### src/rtl/output_port_fifo.sv
// ---------------------------------------------------------------------------
// output_port_fifo
//
// Memory-mapped output port for a small core. A write to OUT_ADDR pushes the
// byte-masked write data into a DEPTH-entry FIFO. The FIFO head is offered to
// a downstream consumer through a valid/ready handshake. When the FIFO is full
// and no entry leaves in the same cycle, a write to OUT_ADDR raises stall to
// hold the core until space frees up.
//
// Optional feature (macro OUTPUT_PORT_FIFO_STATUS_EN):
//   A read at OUT_ADDR+4 returns {overflow, zeros, count} on the next cycle.
//   The overflow flag is sticky: it is set on any stall cycle and cleared by
//   reset or by any write to OUT_ADDR+4. Without the macro, dmem_rdata is
//   always 0 and OUT_ADDR+4 is ignored.
//
// Parameters:
//   OUT_ADDR   address of the output data register (compared with dmem_addr)
//   DEPTH      FIFO entries, power of two from 2 to 64
//
// Ports:
//   clock       rising-edge clock
//   reset       synchronous active-high reset
//   dmem_valid  core request valid
//   dmem_addr   core byte address
//   dmem_wstrb  byte write strobes, all zero means a read
//   dmem_wdata  write data
//   dmem_rdata  registered read data (valid the cycle after the request)
//   stall       combinational hold for a write that cannot be accepted
//   out_valid   FIFO head word available
//   out_data    FIFO head word
//   out_ready   consumer accepts the head word
// ---------------------------------------------------------------------------
module output_port_fifo #(
    parameter logic [31:0] OUT_ADDR = 32'h0200_0000,
    parameter int          DEPTH    = 4
) (
    input  logic        clock,
    input  logic        reset,
    input  logic        dmem_valid,
    input  logic [31:0] dmem_addr,
    input  logic [3:0]  dmem_wstrb,
    input  logic [31:0] dmem_wdata,
    output logic [31:0] dmem_rdata,
    output logic        stall,
    output logic        out_valid,
    output logic [31:0] out_data,
    input  logic        out_ready
);

    localparam int AW = $clog2(DEPTH);
    localparam int CW = $clog2(DEPTH) + 1;
    localparam logic [CW-1:0] FULL_COUNT = CW'(DEPTH);

    logic [31:0]   mem_q [DEPTH];

    logic [AW-1:0] wr_ptr_q, wr_ptr_d;
    logic [AW-1:0] rd_ptr_q, rd_ptr_d;
    logic [CW-1:0] count_q,  count_d;
    logic [31:0]   dmem_rdata_q, dmem_rdata_d;

    logic          hit_wr;
    logic          push;
    logic          pop;
    logic [31:0]   push_word;

`ifdef OUTPUT_PORT_FIFO_STATUS_EN
    localparam logic [31:0] STATUS_ADDR = OUT_ADDR + 32'd4;
    logic          overflow_q, overflow_d;
`endif

    // Request decode and handshake. A pop in the same cycle frees a slot, so
    // a write to a full FIFO is accepted when the consumer is taking the head.
    always_comb begin
        hit_wr = dmem_valid && (dmem_addr == OUT_ADDR) && (dmem_wstrb != 4'b0000);
        pop    = (count_q != '0) && out_ready;
        push   = hit_wr && ((count_q != FULL_COUNT) || pop);
        stall  = hit_wr && (count_q == FULL_COUNT) && !pop;
    end

    // Unstrobed bytes of the pushed word are forced to zero.
    always_comb begin
        push_word = 32'h0;
        for (int b = 0; b < 4; b++) begin
            if (dmem_wstrb[b]) begin
                push_word[8*b +: 8] = dmem_wdata[8*b +: 8];
            end
        end
    end

    // Pointer and occupancy update. Pointers are exactly AW bits wide, so the
    // natural wrap gives the modulo-DEPTH advance.
    always_comb begin
        wr_ptr_d = wr_ptr_q;
        rd_ptr_d = rd_ptr_q;
        count_d  = count_q;
        if (push) begin
            wr_ptr_d = wr_ptr_q + 1'b1;
        end
        if (pop) begin
            rd_ptr_d = rd_ptr_q + 1'b1;
        end
        case ({push, pop})
            2'b10:   count_d = count_q + 1'b1;
            2'b01:   count_d = count_q - 1'b1;
            default: count_d = count_q;
        endcase
    end

    // Read data path. Only the status register ever returns non-zero data.
    always_comb begin
        dmem_rdata_d = 32'h0;
`ifdef OUTPUT_PORT_FIFO_STATUS_EN
        overflow_d = overflow_q;
        if (stall) begin
            overflow_d = 1'b1;
        end
        if (dmem_valid && (dmem_addr == STATUS_ADDR) && (dmem_wstrb != 4'b0000)) begin
            overflow_d = 1'b0;
        end
        if (dmem_valid && (dmem_addr == STATUS_ADDR) && (dmem_wstrb == 4'b0000)) begin
            dmem_rdata_d = {overflow_q, {(31-CW){1'b0}}, count_q};
        end
`endif
    end

    always_ff @(posedge clock) begin
        if (reset) begin
            wr_ptr_q     <= '0;
            rd_ptr_q     <= '0;
            count_q      <= '0;
            dmem_rdata_q <= 32'h0;
        end else begin
            wr_ptr_q     <= wr_ptr_d;
            rd_ptr_q     <= rd_ptr_d;
            count_q      <= count_d;
            dmem_rdata_q <= dmem_rdata_d;
        end
    end

`ifdef OUTPUT_PORT_FIFO_STATUS_EN
    always_ff @(posedge clock) begin
        if (reset) begin
            overflow_q <= 1'b0;
        end else begin
            overflow_q <= overflow_d;
        end
    end
`endif

    // Storage is not reset; a push presented during reset is dropped.
    always_ff @(posedge clock) begin
        if (!reset && push) begin
            mem_q[wr_ptr_q] <= push_word;
        end
    end

    // Head is read straight from storage: a freshly pushed word only appears
    // once count has been updated on the following cycle.
    assign out_valid  = (count_q != '0);
    assign out_data   = mem_q[rd_ptr_q];
    assign dmem_rdata = dmem_rdata_q;

endmodule

### config.mk
export PLATFORM = sky130hd
export DESIGN_NAME = output_port_fifo
export DESIGN_NICKNAME = d
export VERILOG_FILES = /design/src/rtl/output_port_fifo.sv
export SDC_FILE = /design/constraint.sdc
export NUM_CORES = 1
export LEC_CHECK = 0
export ABC_CLOCK_PERIOD_IN_PS = 3340
export BUFFER_PORTS_ARGS = -buffer_cell sky130_fd_sc_hd__buf_4
export CORE_ASPECT_RATIO = 0.8
export CORE_MARGIN = 3
export CORE_UTILIZATION = 53
export DETAILED_ROUTE_END_ITERATION = 6
export HOLD_SLACK_MARGIN = 0.08
export PLACE_DENSITY = 0.82
export SYNTH_ARGS = -nofsm -noshare
export SYNTH_HDL_FRONTEND = slang
export SYNTH_SLANG_ARGS = --single-unit
### constraint.sdc
create_clock -name clock -period 3.34 [get_ports clock]
set_input_delay 0.334 -clock clock [delete_from_list [all_inputs] [get_ports clock]]
set_output_delay 0.334 -clock clock [all_outputs]
set_load 0.01 [all_outputs]
==> results.yml, run 1 <==
die:
  dieArea_um2: 11900
  io_pins: 138
  fp.coreArea_um2: 9970
  die_w_um: 121
  row_count: 32
  die_y_um: 98.0
  start_util: 0.563
synthesis:
  ys_ff_latch: 137
  synthXorXnorAreaFrac: 0.00624
  synth_edf_count: 128
  ys_warn_count: 0
  synth-adder-area-share: 0.0125
  synth_top_family_by_area: "multiplexers"
  synth_cells: 296
  ys.flop_type: "edfxtp_1"
  syn_area_um2: 5610
  synthMuxAreaShare: 0.136
  synth_cell_types: 29
  synthSimpleGateAreaFrac: 0.0751
  async_flop_share: 0
  synth-seq-area-share: 0.717
  synth.avg_cell_area_um2: 19.0
  synth_compound_area_frac: 0.00134
detailed_routing:
  drt_iter0_drc: 222
  drt_wl_total_mm: 10.5
  dr_total_vias: 2957
  drc: 0
  post_drt_wl_per_cell_um: 18.5
  first_pass_iters: 4
  detail-route-antenna-nets: 0
  post_drt_via_cell_ratio: 5.22
clocking:
  postCtsSetupRepairBufs: 0
  cts_resized: 0
  cts_tree: "built"
  numCtsBuffers: 17
  cts_hold_buf: 0
  cts_max_level: 4
  clk_latency_ps: 410
  clkTransAtPathRegs_ps: 50
  clock_path_buffers: 2
  clkSinkCount: 137
  cts-root-buf: "clkbuf_16"
worst_setup_path:
  crit_arrival_ps: 2470
  worstPathRequired_ps: 3450
  critPathKind: "input port to flop"
  cp_cell_sequence: "buf_4, nor4_2, nand4_1, or4b_1, nor2_1, and2_2, buf_12"
  crit_path_start_kind: "input port"
  cpPeakStageDelay_ps: 690
  cp_slowest_cell: "or4b_1"
  end_kind: "flop"
  crit_fanout: 20
timing:
  tns_ps: 0
  slew_headroom: 0.438
  skew_ps: 11.7
  slew_viol_final: 0
  fmax_ghz: 0.424
  post-route-period-util: 0.706
  rsz0062_at_grt: "no"
  period_needed_ps: 2360
  tightest_slew_ps: 844
  fin_ws_ps: 981
  timing.hold.ws_ps: 168
  setup-violations-final: 0
  hold_viol: 0
run:
  maxCapViolations: 0
final_layout:
  drive_above_1_share: 0.428
  diodes: 0
  final_cells: 566
  synthToLayoutAreaGrowth_pct: 26.8
  fillers: 609
  fin_nets: 494
global_routing:
  grt_pass1_wl_mm: 16.5
  grt_usage: 0.189
  grt_max_degree: 33
  grt_overflow: 0
  antenna_found_initial: 0
  grt_pass1_vias: 3183
power_and_ir_drop:
  p_comb_frac: 0.032
  sw_frac_of_total: 0.184
  p_int_uw: 3180
  pwr-share-seq: 0.482
  power_switching_uw: 717
  ir_drop_v: 0.000389
  finalPower_uw: 3890
  leakagePower_uw: 0.00249
  power_density_nw_per_um2: 547
  p_clk_frac: 0.487
place:
  io_buffers: 105
  hpwl_mm: 6.81
  dp_slack_ps: 571
  gp_congestion: 0.802
  dp_cells: 534
run_status:
  status: "completed"
worst_hold_path:
  worstHoldPathType: "input port to flop"
-- metrics by stage --
step	util	cell area [um2]
floorplan	-	5730
global placement	0.652	6500
detailed placement	0.652	6500
CTS	0.714	7110
global route	0.714	7110
finish	0.714	7110
-- registers in the layout, summed over array words and instances, names as in the netlist, named ones only --
signal / count
wr_ptr_q: 2
mem_q: 128
count_q: 3
rd_ptr_q: 2
-- routing by layer --
layer	share of wire	track usage	vias up
li1	-	-	1342
met1	0.40	0.249	1483
met2	0.52	0.297	128
met3	0.074	0.0596	4
met4	0.0044	0.0723	0
met5	0	0	-
-- Yosys cell counts (2+ instances only) --
cell type    n  area [um2]
nor4b_1      2        17.5
dfxtp_1      9         180
clkbuf_1     4        15.0
buf_2        4        20.0
edfxtp_1   128        3840
buf_4       32         240
nand2_1      3        11.3
nor4_2       2        25.0
nor2_1      11        41.3
mux4_2      32         721
ha_1         4        50.1
mux2i_1      2        20.0
nor4_1       4        25.0
inv_1        2        7.51
nor3_1       5        25.0
nand4_1      2        12.5
xor2_1       2        17.5
xnor2_1      2        17.5
and2_1      36         225
-- power groups by stage --
stage / Combinational (uW) / Sequential, uW / Clock [uW]
after global placement: 117 / 1910 / 0
final: 123 / 1870 / 1900
after detailed placement: 122 / 1910 / 0
after floorplan: 69.7 / 1910 / 0
after global routing: 135 / 1870 / 2000
after CTS: 122 / 1870 / 1930
-- cells by family after synthesis --
family          Yosys count
xor+xnor                  4
fa+ha+maj                 5
simple gates             70
mux                      35
flops                   137
compound gates            1
other cells               1
buf+inv                  43
-- path summary, 6_finish.rpt --
check | start | endpoint | slack, ps | cells after the start
hold reg to reg | rd_ptr_q[0] | flop | 540 | 2
setup reg to reg | count_q[0] | mem_q[2][18] | 1020 | 5
setup / recovery | dmem_addr[20] | mem_q[2][18] | 980 | 7
hold / removal | reset | flop | 170 | 2
-- worst max-delay path: cells and delay by family --
kind          cells  cell delay, ps
simple gates      5            1770
buf+inv           2             340
-- cell usage in the layout, fill, tap and decap left out, drive strengths merged --
cell,n
and2,36
buf,112
bufinv,4
clkbuf,18
clkinv,7
clkinvlp,3
conb,32
dfxtp,9
edfxtp,128
fa,1
ha,4
inv,2
mux2i,3
mux4,32
nand2,3
nand3,1
nand4,2
nor2,11
nor3,5
nor4,6
nor4b,2
o21a,1
or3,1
or4,1
or4b,2
xnor2,2
xor2,2
-- final cells by class --
class	instances	area (um2)	area share
flip-flops and latches	137	4030	0.566
multi-input cells	147	1420	0.200
repair buffers	112	878	0.123
clock buffers	18	429	0.0603
clock inverters	14	180	0.0253
well taps	136	170	0.0239
inverters	2	7.51	0.00106
(Power assumes the default switching activity.)
==> run 2, diff against run 1 <==
ABC_AREA = 1   (was default)
ABC_CLOCK_PERIOD_IN_PS = 2100   (was 3340)
CORE_UTILIZATION = 48   (was 53)
PLACE_DENSITY = 0.78   (was 0.82)
clock period = 2.1 ns   (was 3.34 ns; I/O delays follow)
==> run 2 against run 1 <==
Critical endpoint is now out_data[30]. Clock power grew 45%. Global-route usage rose by 0.15 points. First-iteration DRC count is 44% higher. Final area rose by 3.8%. Combinational power is 73% higher. Flip-flop and latch count is the same.
==> results.yml, run 2 <==
final_layout:
  top_regs: "mem_q x128, count_q x3"
  multi_input_area_um2: 1450
  final_cells: 792
  fin_nets: 709
  layout_common_cells: "edfxtp_1, buf_4, nor2_1"
  diodes: 0
  fillers: 887
  register_area_um2: 4030
  layout_commonest_cell: "edfxtp_1"
  drive_above_1_share: 0.262
  largest_register_ffs: 128
  synthToLayoutAreaGrowth_pct: 25.6
  stdcell_area_um2: 7390
  top_register: "mem_q"
synthesis:
  synthDominantCellAreaShare: 0.654
  syn_area_um2: 5880
  yosys-top-cells-count: "edfxtp_1, nor2_1, o21ai_0"
  ys.flop_type: "edfxtp_1"
  yosys-top-cells-area: "edfxtp_1, o21ai_0, nor2_1, buf_4, o22ai_1"
  ys_ff_latch: 137
  synth.avg_cell_area_um2: 11.4
  yosysMostFrequentCell: "edfxtp_1"
  ys_warn_count: 0
  synth_cells: 514
  yosys.area.top_type: "edfxtp_1"
  synth-seq-area-share: 0.684
  async_flop_share: 0
  synth_cell_types: 25
  synth_edf_count: 128
worst_setup_path:
  worstReg2RegStart: "count_q[0]"
  crit_fanout: 22
  reg2reg_depth: 11
  worstPathRequired_ps: 1890
  critPathKind: "flop to output pin"
  crit_path_start_kind: "flop"
  reg2reg_to: "count_q[2]"
  crit_arrival_ps: 1780
  end_kind: "output pin"
  r2r_slack_ps: 310
clocking:
  clk_latency_ps: 410
  clkSinkCount: 137
  cts_max_level: 4
  clkTransAtPathRegs_ps: 50
  cts-root-buf: "clkbuf_16"
  cts_tree: "built"
  numCtsBuffers: 17
  postCtsSetupRepairBufs: 0
  clock_path_buffers: 2
die:
  die_y_um: 105
  dieArea_um2: 13600
  fp.coreArea_um2: 11700
  start_util: 0.501
  io_pins: 138
  row_count: 35
  die_w_um: 130
place:
  dp_cells: 760
  gp_congestion: 0.762
  hpwl_mm: 8.23
  io_buffers: 105
  placed_cell_area_um2: 6830
global_routing:
  grt_pass1_vias: 3961
  grt_pass1_wl_mm: 19.8
  grt_overflow: 0
  antenna_found_initial: 0
  grt_usage: 0.190
  grt_max_degree: 35
run:
  maxCapViolations: 0
detailed_routing:
  dr_total_vias: 4049
  detail-route-antenna-nets: 0
  first_pass_iters: 5
  post_drt_via_cell_ratio: 5.11
  drt_iter0_drc: 319
  drc: 0
  drt_wl_total_mm: 12.6
  post_drt_wl_per_cell_um: 15.9
timing:
  post-route-period-util: 0.949
  hold_viol: 0
  period_needed_ps: 1990
  fmax_ghz: 0.502
  rsz0062_at_grt: "no"
  tns_ps: 0
  setup-violations-final: 0
  slew_viol_final: 0
  skew_ps: 5.33
worst_hold_path:
  hold_path_end: "mem_q[3][19]"
  min_path_cells: 3
  worstHoldPathType: "input port to flop"
  hp-start: "dmem_wdata[19]"
power_and_ir_drop:
  p_int_uw: 4800
  power_switching_uw: 1140
  leakagePower_uw: 0.00305
  pwr-share-seq: 0.502
  sw_frac_of_total: 0.192
  ir_drop_v: 0.000501
  p_clk_frac: 0.462
  p_comb_frac: 0.036
  power_density_nw_per_um2: 804
run_status:
  status: "completed"
==> run 2: cell types whose count changed in the layout (fill, tap and decap cells not counted), moves of 7 or more <==
cell / previous run / this run
mux4_2: 32 / 0
inv_1: 2 / 53
and2_1: 32 / 0
a21oi_1: 0 / 7
o21ai_0: 0 / 67
buf_4: 109 / 117
nand2_1: 3 / 47
nor2_1: 11 / 83
o22ai_1: 0 / 32
==> run 2: per-layer routing <==
metal | track usage | routed length [um] | vias up
li1 | - | - | 1939
met1 | 0.255 | 5330 | 1940
met2 | 0.308 | 6290 | 161
met3 | 0.0465 | 848 | 9
met4 | 0.0571 | 107 | 0
met5 | 0 | 0 | -
==> run 2: power by group through the flow <==
| stage | registers (uW) | logic, uW | clock network [uW] |
|---|---|---|---|
| 4_1_cts | 2980 | 213 | 2770 |
| 3_3_place_gp | 3040 | 203 | 0 |
| 3_5_place_dp | 3040 | 211 | 0 |
| 6_report | 2980 | 213 | 2750 |
| 5_1_grt | 2980 | 240 | 2890 |
| 2_1_floorplan | 3040 | 134 | 0 |
==> run 2: stage by stage <==
stage / total power (uW) / hold WS (ps) / worst slack (ps) / util
3_3_place_gp: 3240 / 413 / 284 / 0.582
3_5_place_dp: 3250 / 419 / 206 / 0.582
6_report: 5940 / 120 / 108 / 0.629
2_1_floorplan: 3170 / 279 / -212 / -
5_1_grt: 6110 / 133 / 35.2 / 0.629
4_1_cts: 5970 / 113 / 120 / 0.629
==> run 2: worst max path at each step <==
stage	end	from	depth (start not counted)	slack, ps
2_1_floorplan	mem_q[0][0]	count_q[0]	6	-210
3_3_place_gp	count_q[2]	dmem_addr[13]	14	280
3_5_place_dp	count_q[2]	dmem_addr[13]	14	210
4_1_cts	out_data[15]	flop	5	120
5_1_grt	out_data[7]	flop	5	40
6_report	out_data[30]	flop	5	110
==> run 2: logic make-up (layout without fill, tap and decap cells) <==
group | after synthesis | after routing | share of synthesized area
other | 1 | 32 | 0.000638
buffers and inverters | 109 | 208 | 0.0940
AOI/OAI and AO/OA | 107 | 107 | 0.0983
and+or+nand+nor | 155 | 155 | 0.111
DFF | 137 | 137 | 0.684
adders and majority gates | 5 | 5 | 0.0119
==> run 2: area by class of cell <==
cell class	count	share of cell area
multi-input cells	299	0.196
inverters	54	0.0274
clock inverters	11	0.0144
well taps	148	0.0251
clock buffers	20	0.0591
flip-flops and latches	137	0.545
repair buffers	123	0.133
==> run 2: repair_timing <==
item	CTS	global route
endpoints found under the setup margin	0	1
endpoints found under the hold margin	3	0
hold buffers	1	0
resized for setup	0	1
==> run 2: worst max-delay path, cell delays in order, from the launching register on <==
cell     delay (ps)
dfxtp_2         330
inv_2           190
buf_4           290
o21ai_0         120
o22ai_1         260
buf_4           180
==> run 3, diff against run 2 <==
CELL_PAD_IN_SITES_DETAIL_PLACEMENT = 0   (was default)
CELL_PAD_IN_SITES_GLOBAL_PLACEMENT = 1   (was default)
CORE_UTILIZATION = 38   (was 48)
HOLD_SLACK_MARGIN = default   (was 0.08)
PLACE_DENSITY = 0.79   (was 0.78)
==> run 3 against run 2 <==
Clock power up 15%. Non-clock buffer count is 2 lower. Clock skew up 0.57 ps. Routed wire length grew 3.8%. Final cell count rose by 7.7%. Via count down 1.4%. Die area is 25% higher. Hold slack better by 1.7 ps. First-iteration DRC count decreased by 26%. Critical path type unchanged. Highest routed layer unchanged.
==> results.yml, run 3 (synthesized netlist as in run 2, its figures left out) <==
detailed_routing:
  wl_met1_mm: 5.85
  first_pass_iters: 4
  post_drt_wl_per_cell_um: 15.3
  post_drt_via_cell_ratio: 4.68
  drc: 0
  dr_total_vias: 3993
  met3_length_um: 739
  drt_wl_total_mm: 13.1
  drt_iter0_drc: 236
  detail-route-antenna-nets: 0
  highest_layer: "met4"
  wl_met2_mm: 6.36
clocking:
  cts_tree: "built"
  cts-root-buf: "clkbuf_16"
  clock_path_buffers: 2
  postCtsSetupRepairBufs: 0
  clkSinkCount: 137
  clk_latency_ps: 400
  cts_max_level: 4
  clkTransAtPathRegs_ps: 60
  numCtsBuffers: 17
worst_setup_path:
  reg2reg_to: "mem_q[1][8]"
  r2r_slack_ps: 240
  cp.buffers_inverters: 3
  reg2reg_depth: 8
  worstReg2RegStart: "count_q[0]"
  crit_path_end: "out_data[7]"
  crit_arrival_ps: 1700
  cpPeakStageDelay_ps: 340
  crit_fanout: 20
  end_kind: "output pin"
  cp.depth: 5
  critPathMostFrequentCell: "buf_4"
  cp_slowest_cell: "dfxtp_2"
  critical-path-top-delay-family: "buffers and inverters"
  crit_path_start_kind: "flop"
  critPathKind: "flop to output pin"
  worstPathRequired_ps: 1890
  cp_cell_sequence: "inv_4, buf_4, o21ai_0, o22ai_1, buf_4"
final_layout:
  layout_common_cells: "edfxtp_1, buf_4, nor2_1"
  diodes: 0
  largest_register_ffs: 128
  drive_above_1_share: 0.261
  top_regs: "mem_q x128, count_q x3"
  layout_commonest_cell: "edfxtp_1"
  synthToLayoutAreaGrowth_pct: 28.8
  final_cells: 853
  utilization: 0.503
  fin_nets: 707
  top_register: "mem_q"
die:
  die_w_um: 145
  fp.coreArea_um2: 15100
  die_y_um: 117
  io_pins: 138
  dieArea_um2: 17000
  row_count: 40
  start_util: 0.390
timing:
  period_needed_ps: 1910
  slew_viol_final: 0
  setup-violations-final: 0
  skew_ps: 5.90
  hold_viol: 0
  post-route-period-util: 0.911
  rsz0062_at_grt: "no"
  fmax_ghz: 0.523
global_routing:
  antenna_found_initial: 0
  grt_max_degree: 65
  grt_overflow: 0
  grt_usage: 0.156
  grt_pass1_vias: 3922
  grt_pass1_wl_mm: 20.3
place:
  hpwl_mm: 8.36
  dp_cells: 820
  io_buffers: 105
  gp_congestion: 0.740
power_and_ir_drop:
  finalPower_uw: 6350
  leakagePower_uw: 0.00308
  power_density_nw_per_um2: 838
  ir_drop_v: 0.000650
run_status:
  status: "completed"
worst_hold_path:
  worstHoldPathType: "input port to flop"
run:
  maxCapViolations: 0
run 3: cell types whose count changed in the layout (fill, tap and decap cells not counted), moves of 2 or more:
cell,before,now
buf_12,4,7
buf_4,117,113
bufinv_16,2,5
clkbuf_1,3,1
clkinv_1,1,3
clkinv_2,7,2
clkinv_4,0,2
run 3: how the worst min path moves through the flow:
stage / cells after the start / from / to / slack (ps)
finish: 3 / dmem_wdata[18] / mem_q[3][18] / 120
global route: 3 / dmem_wdata[24] / mem_q[2][24] / 130
CTS: 3 / dmem_wdata[18] / mem_q[3][18] / 110
detailed placement: 2 / reset / count_q[0] / 420
global placement: 2 / reset / count_q[1] / 410
floorplan: 1 / reset / count_q[0] / 280
run 3: final cells by class:
type / instances / area (um2)
fillers: 1321 / 7490
flip-flops and latches: 137 / 4030
multi-input cells: 299 / 1450
repair buffers: 121 / 998
clock buffers: 18 / 429
well taps: 210 / 263
inverters: 54 / 205
clock inverters: 14 / 204
run 3: tightest hold or removal path, cell delays in order:
cell	delay [ps]
buf_4	80
nand2_1	40
inv_1	80
run 3: metal layers:
layer,GRT usage,up-vias
li1,-,1932
met4,0.0512,0
met2,0.267,119
met3,0.0420,14
met1,0.198,1928
met5,0,-
run 3: per-stage QoR:
step                      hold slack, ps  setup TNS (ps)  area, um2  setup slack, ps
final                                122               0       7570              186
after global placement               415               0       6930              257
after global routing                 132               0       7570             89.0
after detailed placement             419               0       6930              216
after CTS                            105               0       7570             63.0
after floorplan                      279          -27150       6010             -212
run 3: power breakdown:
group	internal, uW	total (uW)	switching, uW
Sequential	2980	2980	0.000000464
Combinational	103	216	113
Clock	2090	3150	1060
Total	5180	6350	1170
run 3: timing repair:
action / CTS / global route
hold buffers: 1 / 0
hold endpoints to repair: 3 / 0
setup endpoints to repair: 0 / 4
resized for setup: 0 / 2
